## src/rtl/gost89_pkg.sv

```systemverilog
// Shared encodings and constants for the GOST 28147-89 gamma engine.
package gost89_pkg;

   typedef enum logic [1:0] {
      MODE_CFB_ENC = 2'b00,
      MODE_CFB_DEC = 2'b01,
      MODE_OFB     = 2'b10,
      MODE_CTR     = 2'b11
   } mode_t;

   typedef enum logic [1:0] {
      IDLE  = 2'b00,
      GEN   = 2'b01,
      AVAIL = 2'b10,
      HOLD  = 2'b11
   } state_t;

   localparam logic [31:0] C1 = 32'h01010104;
   localparam logic [31:0] C2 = 32'h01010101;

   function automatic bit seg_w_legal(input int w);
      return (w == 8) || (w == 16) || (w == 32) || (w == 64);
   endfunction

endpackage

```

## src/rtl/gost89_ecb_encrypt.sv

```systemverilog
// Iterative GOST 28147-89 block encryption: one Feistel round per clock, 32 rounds.
module gost89_ecb_encrypt
   import gost89_pkg::*;
(
   input  logic         clk,
   input  logic         reset,
   input  logic         load,
   input  logic [63:0]  block_in,
   input  logic [255:0] key,
   input  logic [511:0] sbox,
   output logic [63:0]  block_out,
   output logic         done
);

   logic [31:0] a, b, sum, subst, f_out;
   logic [4:0]  round;
   logic [2:0]  key_sel;
   logic        running;

   // Key order K0..K7 three times, then K7..K0 for the last eight rounds.
   always_comb begin
      key_sel = (round[4:3] == 2'b11) ? ~round[2:0] : round[2:0];
      sum     = a + key[{key_sel, 5'd0} +: 32];
      subst   = '0;
      for (int j = 0; j < 8; j++) begin
         subst[4*j +: 4] = sbox[{j[2:0], sum[4*j +: 4], 2'b00} +: 4];
      end
      f_out = {subst[20:0], subst[31:21]} ^ b;
   end

   always_ff @(posedge clk) begin
      if (reset) begin
         a         <= '0;
         b         <= '0;
         round     <= '0;
         running   <= 1'b0;
         done      <= 1'b0;
         block_out <= '0;
      end else begin
         done <= 1'b0;
         if (load) begin
            a       <= block_in[31:0];
            b       <= block_in[63:32];
            round   <= '0;
            running <= 1'b1;
         end else if (running) begin
            a     <= f_out;
            b     <= a;
            round <= round + 5'd1;
            if (round == 5'd31) begin
               running   <= 1'b0;
               done      <= 1'b1;
               block_out <= {f_out, a};
            end
         end
      end
   end

endmodule

```

## src/rtl/gost89_gamma_engine.sv

```systemverilog
// GOST 28147-89 gamma engine (CFB / OFB, plus CTR when GOST89_CTR_EN is defined;
// without it mode 11 runs as OFB). All encryptions share one iterative ECB core.
module gost89_gamma_engine
   import gost89_pkg::*;
#(
   parameter int SEG_W = 64
) (
   input  logic             clk,
   input  logic             reset,
   input  logic [1:0]       mode,
   input  logic             iv_load,
   input  logic [63:0]      iv,
   input  logic [511:0]     sbox,
   input  logic [255:0]     key,
   input  logic             in_valid,
   output logic             in_ready,
   input  logic [SEG_W-1:0] in_data,
   output logic             out_valid,
   input  logic             out_ready,
   output logic [SEG_W-1:0] out_data,
   output logic             busy
);

   if (!seg_w_legal(SEG_W)) begin : g_bad_seg_w
      $error("gost89_gamma_engine: SEG_W must be 8, 16, 32 or 64");
   end

   localparam int SEGS = 64 / SEG_W;

   state_t           state, next_state;
   mode_t            mode_q, mode_eff;
   logic [63:0]      r, k, core_in, core_out;
   logic [SEG_W-1:0] out_q, seg_res, seg_fb;
   logic [3:0]       seg_idx;
   logic             gen_first, core_load, core_reset, core_done, ctr_pending, is_cfb;

`ifdef GOST89_CTR_EN
   logic [63:0] n;
   logic        ctr_init;

   // High half adds modulo 2^32-1 with end-around carry, so 0xFFFFFFFF survives.
   function automatic logic [63:0] ctr_advance(input logic [63:0] v);
      logic [32:0] hi;
      hi = {1'b0, v[63:32]} + {1'b0, C1};
      return {hi[31:0] + {31'd0, hi[32]}, v[31:0] + C2};
   endfunction

   assign ctr_pending = ctr_init;
`else
   assign ctr_pending = 1'b0;
`endif

   always_comb begin
      mode_eff = mode_t'(mode);
`ifndef GOST89_CTR_EN
      if (mode_t'(mode) == MODE_CTR) mode_eff = MODE_OFB;
`endif
   end

   assign is_cfb     = (mode_q == MODE_CFB_ENC) || (mode_q == MODE_CFB_DEC);
   assign seg_res    = in_data ^ k[63 -: SEG_W];
   assign seg_fb     = (mode_q == MODE_CFB_DEC) ? in_data : seg_res;
   assign core_reset = reset | iv_load;

   gost89_ecb_encrypt u_core (
      .clk       (clk),
      .reset     (core_reset),
      .load      (core_load),
      .block_in  (core_in),
      .key       (key),
      .sbox      (sbox),
      .block_out (core_out),
      .done      (core_done)
   );

   // The core is started only in the first cycle after entering GEN.
   always_comb begin
      next_state = state;
      core_load  = 1'b0;
      core_in    = r;
`ifdef GOST89_CTR_EN
      if (mode_q == MODE_CTR && !ctr_init) core_in = ctr_advance(n);
`endif
      case (state)
         GEN: begin
            if (gen_first) core_load = 1'b1;
            else if (core_done && !ctr_pending) next_state = AVAIL;
         end
         AVAIL: if (in_valid) next_state = HOLD;
         HOLD: begin
            if (out_ready) next_state = (!is_cfb && seg_idx < 4'(SEGS)) ? AVAIL : GEN;
         end
         default: next_state = state;
      endcase
      if (iv_load) next_state = GEN;
   end

   always_ff @(posedge clk) begin
      if (reset) begin
         state     <= IDLE;
         mode_q    <= MODE_CFB_ENC;
         r         <= '0;
         k         <= '0;
         out_q     <= '0;
         seg_idx   <= '0;
         gen_first <= 1'b0;
`ifdef GOST89_CTR_EN
         n         <= '0;
         ctr_init  <= 1'b0;
`endif
      end else begin
         state     <= next_state;
         gen_first <= 1'b0;
         if (iv_load) begin
            mode_q    <= mode_eff;
            r         <= iv;
            k         <= '0;
            out_q     <= '0;
            seg_idx   <= '0;
            gen_first <= 1'b1;
`ifdef GOST89_CTR_EN
            ctr_init  <= (mode_eff == MODE_CTR);
`endif
         end else begin
            case (state)
               GEN: begin
                  if (gen_first) begin
`ifdef GOST89_CTR_EN
                     if (mode_q == MODE_CTR && !ctr_init) n <= core_in;
`endif
                  end else if (core_done) begin
                     k       <= core_out;
                     seg_idx <= '0;
                     if (mode_q == MODE_OFB) r <= core_out;
`ifdef GOST89_CTR_EN
                     // First CTR run only produced E(iv); restart for the real block.
                     if (ctr_init) begin
                        n         <= core_out;
                        ctr_init  <= 1'b0;
                        gen_first <= 1'b1;
                     end
`endif
                  end
               end
               AVAIL: begin
                  if (in_valid) begin
                     out_q   <= seg_res;
                     k       <= k << SEG_W;
                     seg_idx <= seg_idx + 4'd1;
                     if (is_cfb) r <= (r << SEG_W) | 64'(seg_fb);
                  end
               end
               HOLD: begin
                  if (out_ready && next_state == GEN) gen_first <= 1'b1;
               end
               default: ;
            endcase
         end
      end
   end

   assign in_ready  = (state == AVAIL);
   assign out_valid = (state == HOLD);
   assign busy      = (state == GEN);
   assign out_data  = out_q;

endmodule

```

## config.mk

```make
export PLATFORM = sky130hd
export DESIGN_NAME = gost89_gamma_engine
export DESIGN_NICKNAME = d
export VERILOG_FILES = /design/src/rtl/gost89_pkg.sv /design/src/rtl/gost89_ecb_encrypt.sv /design/src/rtl/gost89_gamma_engine.sv
export SDC_FILE = /design/constraint.sdc
export NUM_CORES = 1
export LEC_CHECK = 0
export CORE_AREA = 3 3 380 382
export DETAILED_ROUTE_END_ITERATION = 12
export DIE_AREA = 0 0 383 385
export PLACE_DENSITY_LB_ADDON = 0.2
export SYNTH_ARGS = -nofsm -noshare
export SYNTH_HDL_FRONTEND = slang
export SYNTH_HIERARCHICAL = 1
export SYNTH_SLANG_ARGS = --single-unit
```

## constraint.sdc

```tcl
create_clock -name clk -period 9.3 [get_ports clk]
set_clock_uncertainty 0.15 [all_clocks]
set_input_delay 1.395 -clock clk [delete_from_list [all_inputs] [get_ports clk]]
set_output_delay 1.395 -clock clk [all_outputs]
set_load 0.05 [all_outputs]
```

==> run summary <==
status -> complete, no violations
Clock power frac -> 41.8%
clock root buffer -> clkbuf_16
synthesized flop and latch total -> 336
share of layout cells above drive strength 1 -> 12.3%
drt wl/cell -> 28.4 µm
CTS hold repair buffers -> 0
Setup TNS -> 0 ns
clock slew at reported path FFs -> 0.06 ns
RSZ-0062 raised after global routing -> false
Synth Flop Type -> dfxtp_1
Syn. warnings -> 6
Rows -> 138
post-cts resize count -> 0
Synth async-reset ratio -> 0%
Die X -> 383 µm
max frequency -> 0.130 GHz
DIE AREA -> 0.147 mm²
worst-margin pin slew -> 1.26 ns
Logic pwr share -> 24.0%
worst hold path type -> reg2reg
first-pass GRT wire length -> 204000 µm
Post-Synthesis Cells -> 2528
Total GRT Usage -> 19.7%
Setup crit end kind -> flip-flop
post-synthesis net count -> 3468
vias per inst -> 4.53
Die H -> 385 µm
total grt overflow -> 0
top cells by area, synth -> dfxtp_1 (29%), mux4_2 (18%), nor2_1 (6.5%)
Pleak -> 12.1 nW
Setup Fix Bufs, Post-CTS -> 0
WS Path Type -> reg2reg
max-cap viol count -> 0
Design Power -> 0.00438 W
initial antenna violation count -> 56
TritonRoute pass-1 iters -> 5
final period utilization -> 82.7%
CP startpoint kind -> flip-flop
Num CTS Buffers -> 45
Initial Util -> 16.6%
Seq pwr share -> 34.2%
clk_lat worst skew -> 0.60 ns
relative slew slack -> 15.5%
Post-synth EDFFs -> 0
clk buf depth -> 3
DP Worst Slack -> 1.49 ns
H-tree levels -> 2
TritonCTS Sinks -> 336
Placer Congestion -> 0.879
remaining antenna violation count -> 0
register area share after synthesis -> 28.7%
Tmin final -> 7.69 ns
synthesized area -> 0.0235 mm²
PwrDens -> 119 mW/mm²
final setup violation count -> 0
total number of vias -> 24100
synth-to-layout area growth -> 57.0%
placed cells -> 5224
hold_sp -> u_core/block_out[28]$_SDFFE_PP0P_
vias in the first global route -> 24600
I/O pin count -> 970
Max IR drop VDD -> 0.130 mV
Psw -> 0.00124 W
final slew viol count -> 0
DRC errors left -> 0
Final Non-Filler Cells -> 5326
syn avg cell area -> 9.28 µm²
CP Max Fanout -> 18
worst path required time -> 9.58 ns
Port-buffer cells -> 969
switch share -> 28.3%
Internal -> 0.00314 W
top cell type by total area after synthesis -> dfxtp_1
Final Hold Fails -> 0
crit path DAT -> 7.97 ns
core region area -> 0.141 mm²
post-synth cell types -> 78
TritonCTS clock tree -> yes
final worst slack -> 1.61 ns
Routed WL -> 152000 µm
tightest hold margin -> 0.323 ns
fillcell total -> 15000
CP startpoint -> u_core/round[3]$_SDFFE_PP0P_
largest net degree at the start of global routing -> 125
Final Net Count -> 4321
drt initial violations -> 1700
post-synth top area share -> 28.7%
Post-DP HPWL -> 125000 µm
Reg2Reg Launch Point -> u_core/round[3]$_SDFFE_PP0P_
-- through the flow --
stage          instance area [µm²]  utilization (%)
2_1_floorplan                23500                -
3_3_place_gp                 35300             24.9
3_5_place_dp                 35300             24.9
4_1_cts                      36800             26.0
5_1_grt                      36800             26.0
6_report                     36800             26.0
-- critical path: stages (launching register included) --
cell	delay (ns)
dfxtp_1	0.41
nand2_1	0.36
xor2_4	0.90
buf_4	0.31
buf_4	0.34
mux4_2	0.55
mux2_2	0.29
ha_1	0.45
nand4_1	0.22
a2111oi_2	0.42
o31ai_2	0.13
a31oi_1	0.32
o41a_1	0.33
a221oi_4	0.15
xnor2_1	1.01
nand3_1	0.50
nand4_1	0.37
xnor2_1	0.18
a211oi_1	0.10
-- cells in the final DEF, fill, tap and decap left out, types with 10 or more instances in the layout --
cell and instances:
mux4_1 19, or3_1 65, diode_2 20, nand4_1 17, clkbuf_1 10, ha_1 36
inv_1 73, dfxtp_1 335, clkbuf_16 46, nor2_1 406, o21ai_0 83, clkdlybuf4s50_1 967
clkbuf_8 10, buf_4 63, mux2i_1 85, and3_1 14, nor3_1 17, xnor2_1 96
mux2_2 43, nand2_1 196, a21oi_1 97, a21o_1 12, a311o_1 64, xor2_1 19
a211oi_1 91, o211ai_1 11, mux4_2 183, nand3_1 34, a22oi_1 74, a311oi_1 59
-- per-layer routing --
metal / global-route usage, % / part of all wire [%] / vias up
met2: 34.6 / 49 / 881
li1: - / - / 11200
met4: 3.69 / 1.8 / 20
met3: 3.41 / 6.7 / 128
met1: 25.5 / 42 / 11900
met5: 0 / 0.077 / -
-- final timing paths --
kind	endpoint	slack (ns)	cells past startpoint
max	u_core/block_out[39]$_SDFFE_PP0P_	1.61	18
min	u_core/block_out[28]$_SDFFE_PP0P_	0.32	2
max reg2reg	u_core/block_out[39]$_SDFFE_PP0P_	1.61	18
min reg2reg	u_core/block_out[28]$_SDFFE_PP0P_	0.32	2
-- flip-flops by register name, summed over array words and instances (netlist names) --
| signal | count |
|---|---|
| out_data | 64 |
| u_core/a | 32 |
| state | 2 |
| u_core/running | 1 |
| gen_first | 1 |
| u_core/b | 32 |
| seg_idx | 4 |
| u_core/round | 5 |
| mode_q | 2 |
| u_core/done | 1 |
| core_in | 64 |
| k | 64 |
| u_core/block_out | 64 |
-- power by group through the flow --
stage	Sequential, W	Clock [W]	Combinational [W]
3_5_place_dp	0.00153	0	0.00107
2_1_floorplan	0.00150	0	0.000439
6_report	0.00150	0.00183	0.00105
5_1_grt	0.00150	0.00194	0.00112
4_1_cts	0.00150	0.00189	0.00108
3_3_place_gp	0.00153	0	0.00107
-- logic make-up (layout without fill, tap and decap cells) --
kind of cell	Yosys count	count (layout)	share of synthesized area, %
mux	330	330	25.4
xor+xnor	135	135	5.20
flops	336	336	28.7
other cells	0	20	0
simple gates	822	822	15.5
compound gates	569	569	17.8
buf+inv	299	1187	5.43
fa+ha+maj	37	37	2.01
-- cell type report --
class	instances	area (µm²)	share of cell area, %
well taps	1890	2360	6.42
multi-input cells	1893	15700	42.6
repair buffers	1031	10200	27.6
clock inverters	16	203	0.550
inverters	74	278	0.754
diodes	20	50.0	0.136
flip-flops and latches	336	6730	18.3
clock buffers	66	1330	3.60
-- synthesized netlist by cell type (73+ instances only) --
cell,count
clkbuf_1,145
a211oi_1,91
nand2_1,196
o21ai_0,83
a21oi_1,98
mux4_2,183
mux2i_1,85
a22oi_1,74
nor2_1,409
dfxtp_1,336
xnor2_1,104
inv_1,73
Note: power is estimated with default switching activity, not from simulation.
==> patch 1 (config.mk and constraints unchanged) <==
Build with the macro `GOST89_CTR_EN` defined.
--- a/src/rtl/gost89_gamma_engine.sv
+++ b/src/rtl/gost89_gamma_engine.sv
@@ -1,4 +1,6 @@
 // GOST 28147-89 gamma engine (CFB / OFB, plus CTR when GOST89_CTR_EN is defined;
 // without it mode 11 runs as OFB). All encryptions share one iterative ECB core.
+`define GOST89_CTR_EN
+
 module gost89_gamma_engine
    import gost89_pkg::*;
Check against the original RTL: not settled (the Yosys comparison gave no result); the edit may change what the design does.
==> patch 1 against the original RTL <==
- design area up 14%
- sequential power up 18%
- largest cell class unchanged
- global-route usage increased by 0.52 points
- final cell count rose by 15%
- area after synthesis is 23% higher
- routed wire length is 3.6% higher
- worst hold slack improved by 0.014 ns
- die area did not move
- sequential cell count grew 65
- critical path depth down 1
- total power increased by 11%
- setup slack lost 0.096 ns
==> patch 1: results (changes against the original RTL) <==
Register area share after synthesis: 27.7% (-0.94 points)
Status: completed
Reg2Reg Capture Point: u_core/block_out[63]
Layout fillers: 15,025 (+0.23%)
Post-CTS sizing: 0 (unchanged)
Port bufs: 969 (unchanged)
Final net count: 5,122 (+19%)
Share of post-route cells with drive strength above 1: 9.72% (-2.6 points)
Number of DRC markers in iteration 0: 2,174 (+28%)
CTS Root Buffer Type: clkbuf_16
Top post-synthesis cells by area: dfxtp_1, mux4_2, a211oi_1
Hold_sp: n[16]
Overall global routing resource usage: 20.2% (+0.52 points)
CP max stage delay: 0.87 ns (-0.14 ns)
Routed WL: 157 mm (+3.6%)
Hold path endpoint: n[16]
Reg2reg setup slack: 1.51 ns (-0.10 ns)
Worst min path class: reg -> reg
Placed cell area: 0.0405 mm^2 (+15%)
Max Root-Sink Buffers: 3 (unchanged)
Post-synth top cells: nor2_1, dfxtp_1, nand2_1
Via density per instance: 4.86 (+7.2%)
Setup slack at placement: 1.33 ns (-0.167 ns)
Synth warnings: 6 (unchanged)
FFs w/ async S/R, synth: 0% (unchanged)
Maximum vdd drop: 0.129 mV (-0.71%)
DP Cell Count: 6,014 (+15%)
Post-CTS setup buffers: 0 (unchanged)
Cell variety after synth: 97 (+24%)
Max_slew headroom: 13.4% (-2.1 points)
Initial antenna violation count: 19 (-66%)
Number of global-route vias before repair: 29,422 (+20%)
Clk_lat worst skew: 0.61 ns
DP HPWL: 127 mm (+1.3%)
Crit path max-delay family: compound AO/OA/AOI/OAI gates
Syn_nets: 4,320 (+25%)
Maximum number of pins on one net before global-route repair: 90 (-28%)
Lkg Pwr: 14.4 nW (+19%)
Final Wtd Congestion: 0.886 (+0.73%)
CP arrival: 8.15 ns (+0.18 ns)
R2R Path Start: u_core/round[4]
First-pass DRT Iterations: 6 (+1)
Cells after synthesis: 3,374 (+33%)
First-pass GRT wire length: 218 mm (+7.2%)
WHS: 0.337 ns (+0.0141 ns)
Post-route insts no fill: 6,106 (+15%)
Clock buffer count from CTS: 50 (+11%)
FF-to-FF path depth: 17 (-1)
CP max-delay cell: xor2_4
[patch 1: logic make-up after synthesis]
| family | share of synthesized area [%] |
|---|---|
| fa+ha+maj | 1.88 |
| mux | 20.7 |
| simple gates | 17.5 |
| buf+inv | 4.12 |
| compound gates | 20.3 |
| xor+xnor | 7.83 |
| flops | 27.7 |
[patch 1: per-layer routing]
layer / global-route usage [%] / wire length (um) / up-vias
met2: 36.4 / 79600 / 981
met1: 26.4 / 67200 / 14472
met4: 3.11 / 2290 / 2
met5: 0 / 20 / -
li1: - / - / 14105
met3: 2.30 / 7780 / 106
[patch 1: power by group]
group | switching [mW] | total [mW] | internal, mW
logic | 0.550 | 1.19 | 0.638
clock network | 0.818 | 1.90 | 1.08
registers | 0.0240 | 1.77 | 1.75
total | 1.39 | 4.86 | 3.47
[patch 1: worst max path at each step]
stage	startpoint	end	slack (ns)
2_1_floorplan	u_core/round[3]	u_core/a[23]	2.87
3_3_place_gp	key[76]	u_core/block_out[63]	1.35
3_5_place_dp	key[76]	u_core/block_out[63]	1.33
4_1_cts	u_core/round[4]	u_core/block_out[63]	1.33
5_1_grt	u_core/round[4]	u_core/a[7]	1.07
6_report	u_core/round[4]	u_core/block_out[63]	1.51
[patch 1: final cells by class]
cell class / instances / area (um^2) / share of cell area (%)
Multi-Input combinational cell: 2676 / 19900 / 47.4
Timing Repair Buffer: 1026 / 10100 / 24.1
Sequential cell: 401 / 8030 / 19.1
Tap cell: 1890 / 2360 / 5.62
Clock buffer: 72 / 1430 / 3.39
Clock inverter: 10 / 103 / 0.244
Inverter: 21 / 78.8 / 0.187
Antenna cell: 10 / 25.0 / 0.0595
==> patch 2 (config.mk and constraints unchanged) <==
Made on the original files. Add an input register stage for `mode` and `key`, without a reset; this delays them by one clock. The other inputs are not delayed to match.
--- a/src/rtl/gost89_gamma_engine.sv
+++ b/src/rtl/gost89_gamma_engine.sv
@@ -21,4 +21,12 @@
    output logic             busy
 );
+
+   logic [1:0] mode_r;
+   logic [255:0] key_q;
+
+   always_ff @(posedge clk) begin
+      mode_r <= mode;
+      key_q  <= key;
+   end
 
    if (!seg_w_legal(SEG_W)) begin : g_bad_seg_w
@@ -52,7 +60,7 @@
 
    always_comb begin
-      mode_eff = mode_t'(mode);
+      mode_eff = mode_t'(mode_r);
 `ifndef GOST89_CTR_EN
-      if (mode_t'(mode) == MODE_CTR) mode_eff = MODE_OFB;
+      if (mode_t'(mode_r) == MODE_CTR) mode_eff = MODE_OFB;
 `endif
    end
@@ -68,5 +76,5 @@
       .load      (core_load),
       .block_in  (core_in),
-      .key       (key),
+      .key       (key_q),
       .sbox      (sbox),
       .block_out (core_out),
Check against the original RTL: not settled (the Yosys comparison gave no result); the edit may change what the design does.
==> patch 2 against the original RTL <==
- design area up 16%
- routed wire length up 2.9%
- non-clock buffer count down 21
- setup slack better by 0.59 ns
- total power up 57%
- area after synthesis up 20%
- combinational power down 4%
- sequential cell count up 258
==> patch 2: results (changes against the original RTL) <==
GR Util met3: 5.21% (+1.8 points)
Max_slew headroom: 18.5% (+3.0 points)
Routing usage on met1: 25.3% (-0.21 points)
DR WL/cell: 27.9 um (-1.8%)
Inverters: 75 (+1.4%)
Hold_sp: u_core/block_out[2]
Initial antenna violation count: 45 (-20%)
Maximum vdd drop: 0.124 mV (-4.8%)
Final Wtd Congestion: 0.865 (-1.6%)
First-pass GRT wire length: 209 mm (+2.9%)
M1 wire length: 66.5 mm (+4.4%)
Number of DRC markers in iteration 0: 1,455 (-14%)
Clock buffer count from CTS: 77 (+71%)
Reg2reg setup slack: 2.20 ns (+0.59 ns)
Wire length on met3: 9.09 mm (-11%)
Register area share after synthesis: 42.3% (+14 points)
Crit path max-delay family: compound AO/OA/AOI/OAI gates
Multiplexer area fraction after synthesis: 20.5% (-4.8 points)
Status: completed
Fraction of area in multi-input gates: 35.8% (-6.9 points)
Total number of vias: 25,239 (+4.6%)
Clock network area share: 6.44% (+2.3 points)
Sequential share of cell area: 27.9% (+9.7 points)
Multi-In Gates: 1,854 (-2.1%)
Total power: 6.90 mW (+57%)
N_diodes: 14 (-30%)
==> patch 2: cell types whose count changed in the layout (fill, tap and decap cells not counted), moves of 11 or more <==
| cell | before | now |
|---|---|---|
| a21oi_1 | 97 | 116 |
| a22o_1 | 0 | 12 |
| and3_1 | 14 | 2 |
| buf_4 | 63 | 42 |
| clkbuf_16 | 46 | 79 |
| clkinv_2 | 4 | 15 |
| dfxtp_1 | 335 | 593 |
| mux2_2 | 43 | 31 |
| mux2i_1 | 85 | 136 |
| mux4_1 | 19 | 4 |
| nand2_1 | 196 | 181 |
| nand3_1 | 34 | 6 |
| nand3b_1 | 1 | 16 |
| nand4_1 | 17 | 5 |
==> patch 2: per-stage QoR <==
stage | util (%) | setup WS (ns) | cell area (um^2)
after floorplan | - | 3.26 | 28100
after global placement | 28.1 | 2.11 | 39800
after detailed placement | 28.1 | 2.08 | 39800
after CTS | 30.1 | 2.03 | 42500
after global routing | 30.1 | 1.69 | 42500
final | 30.1 | 2.20 | 42600
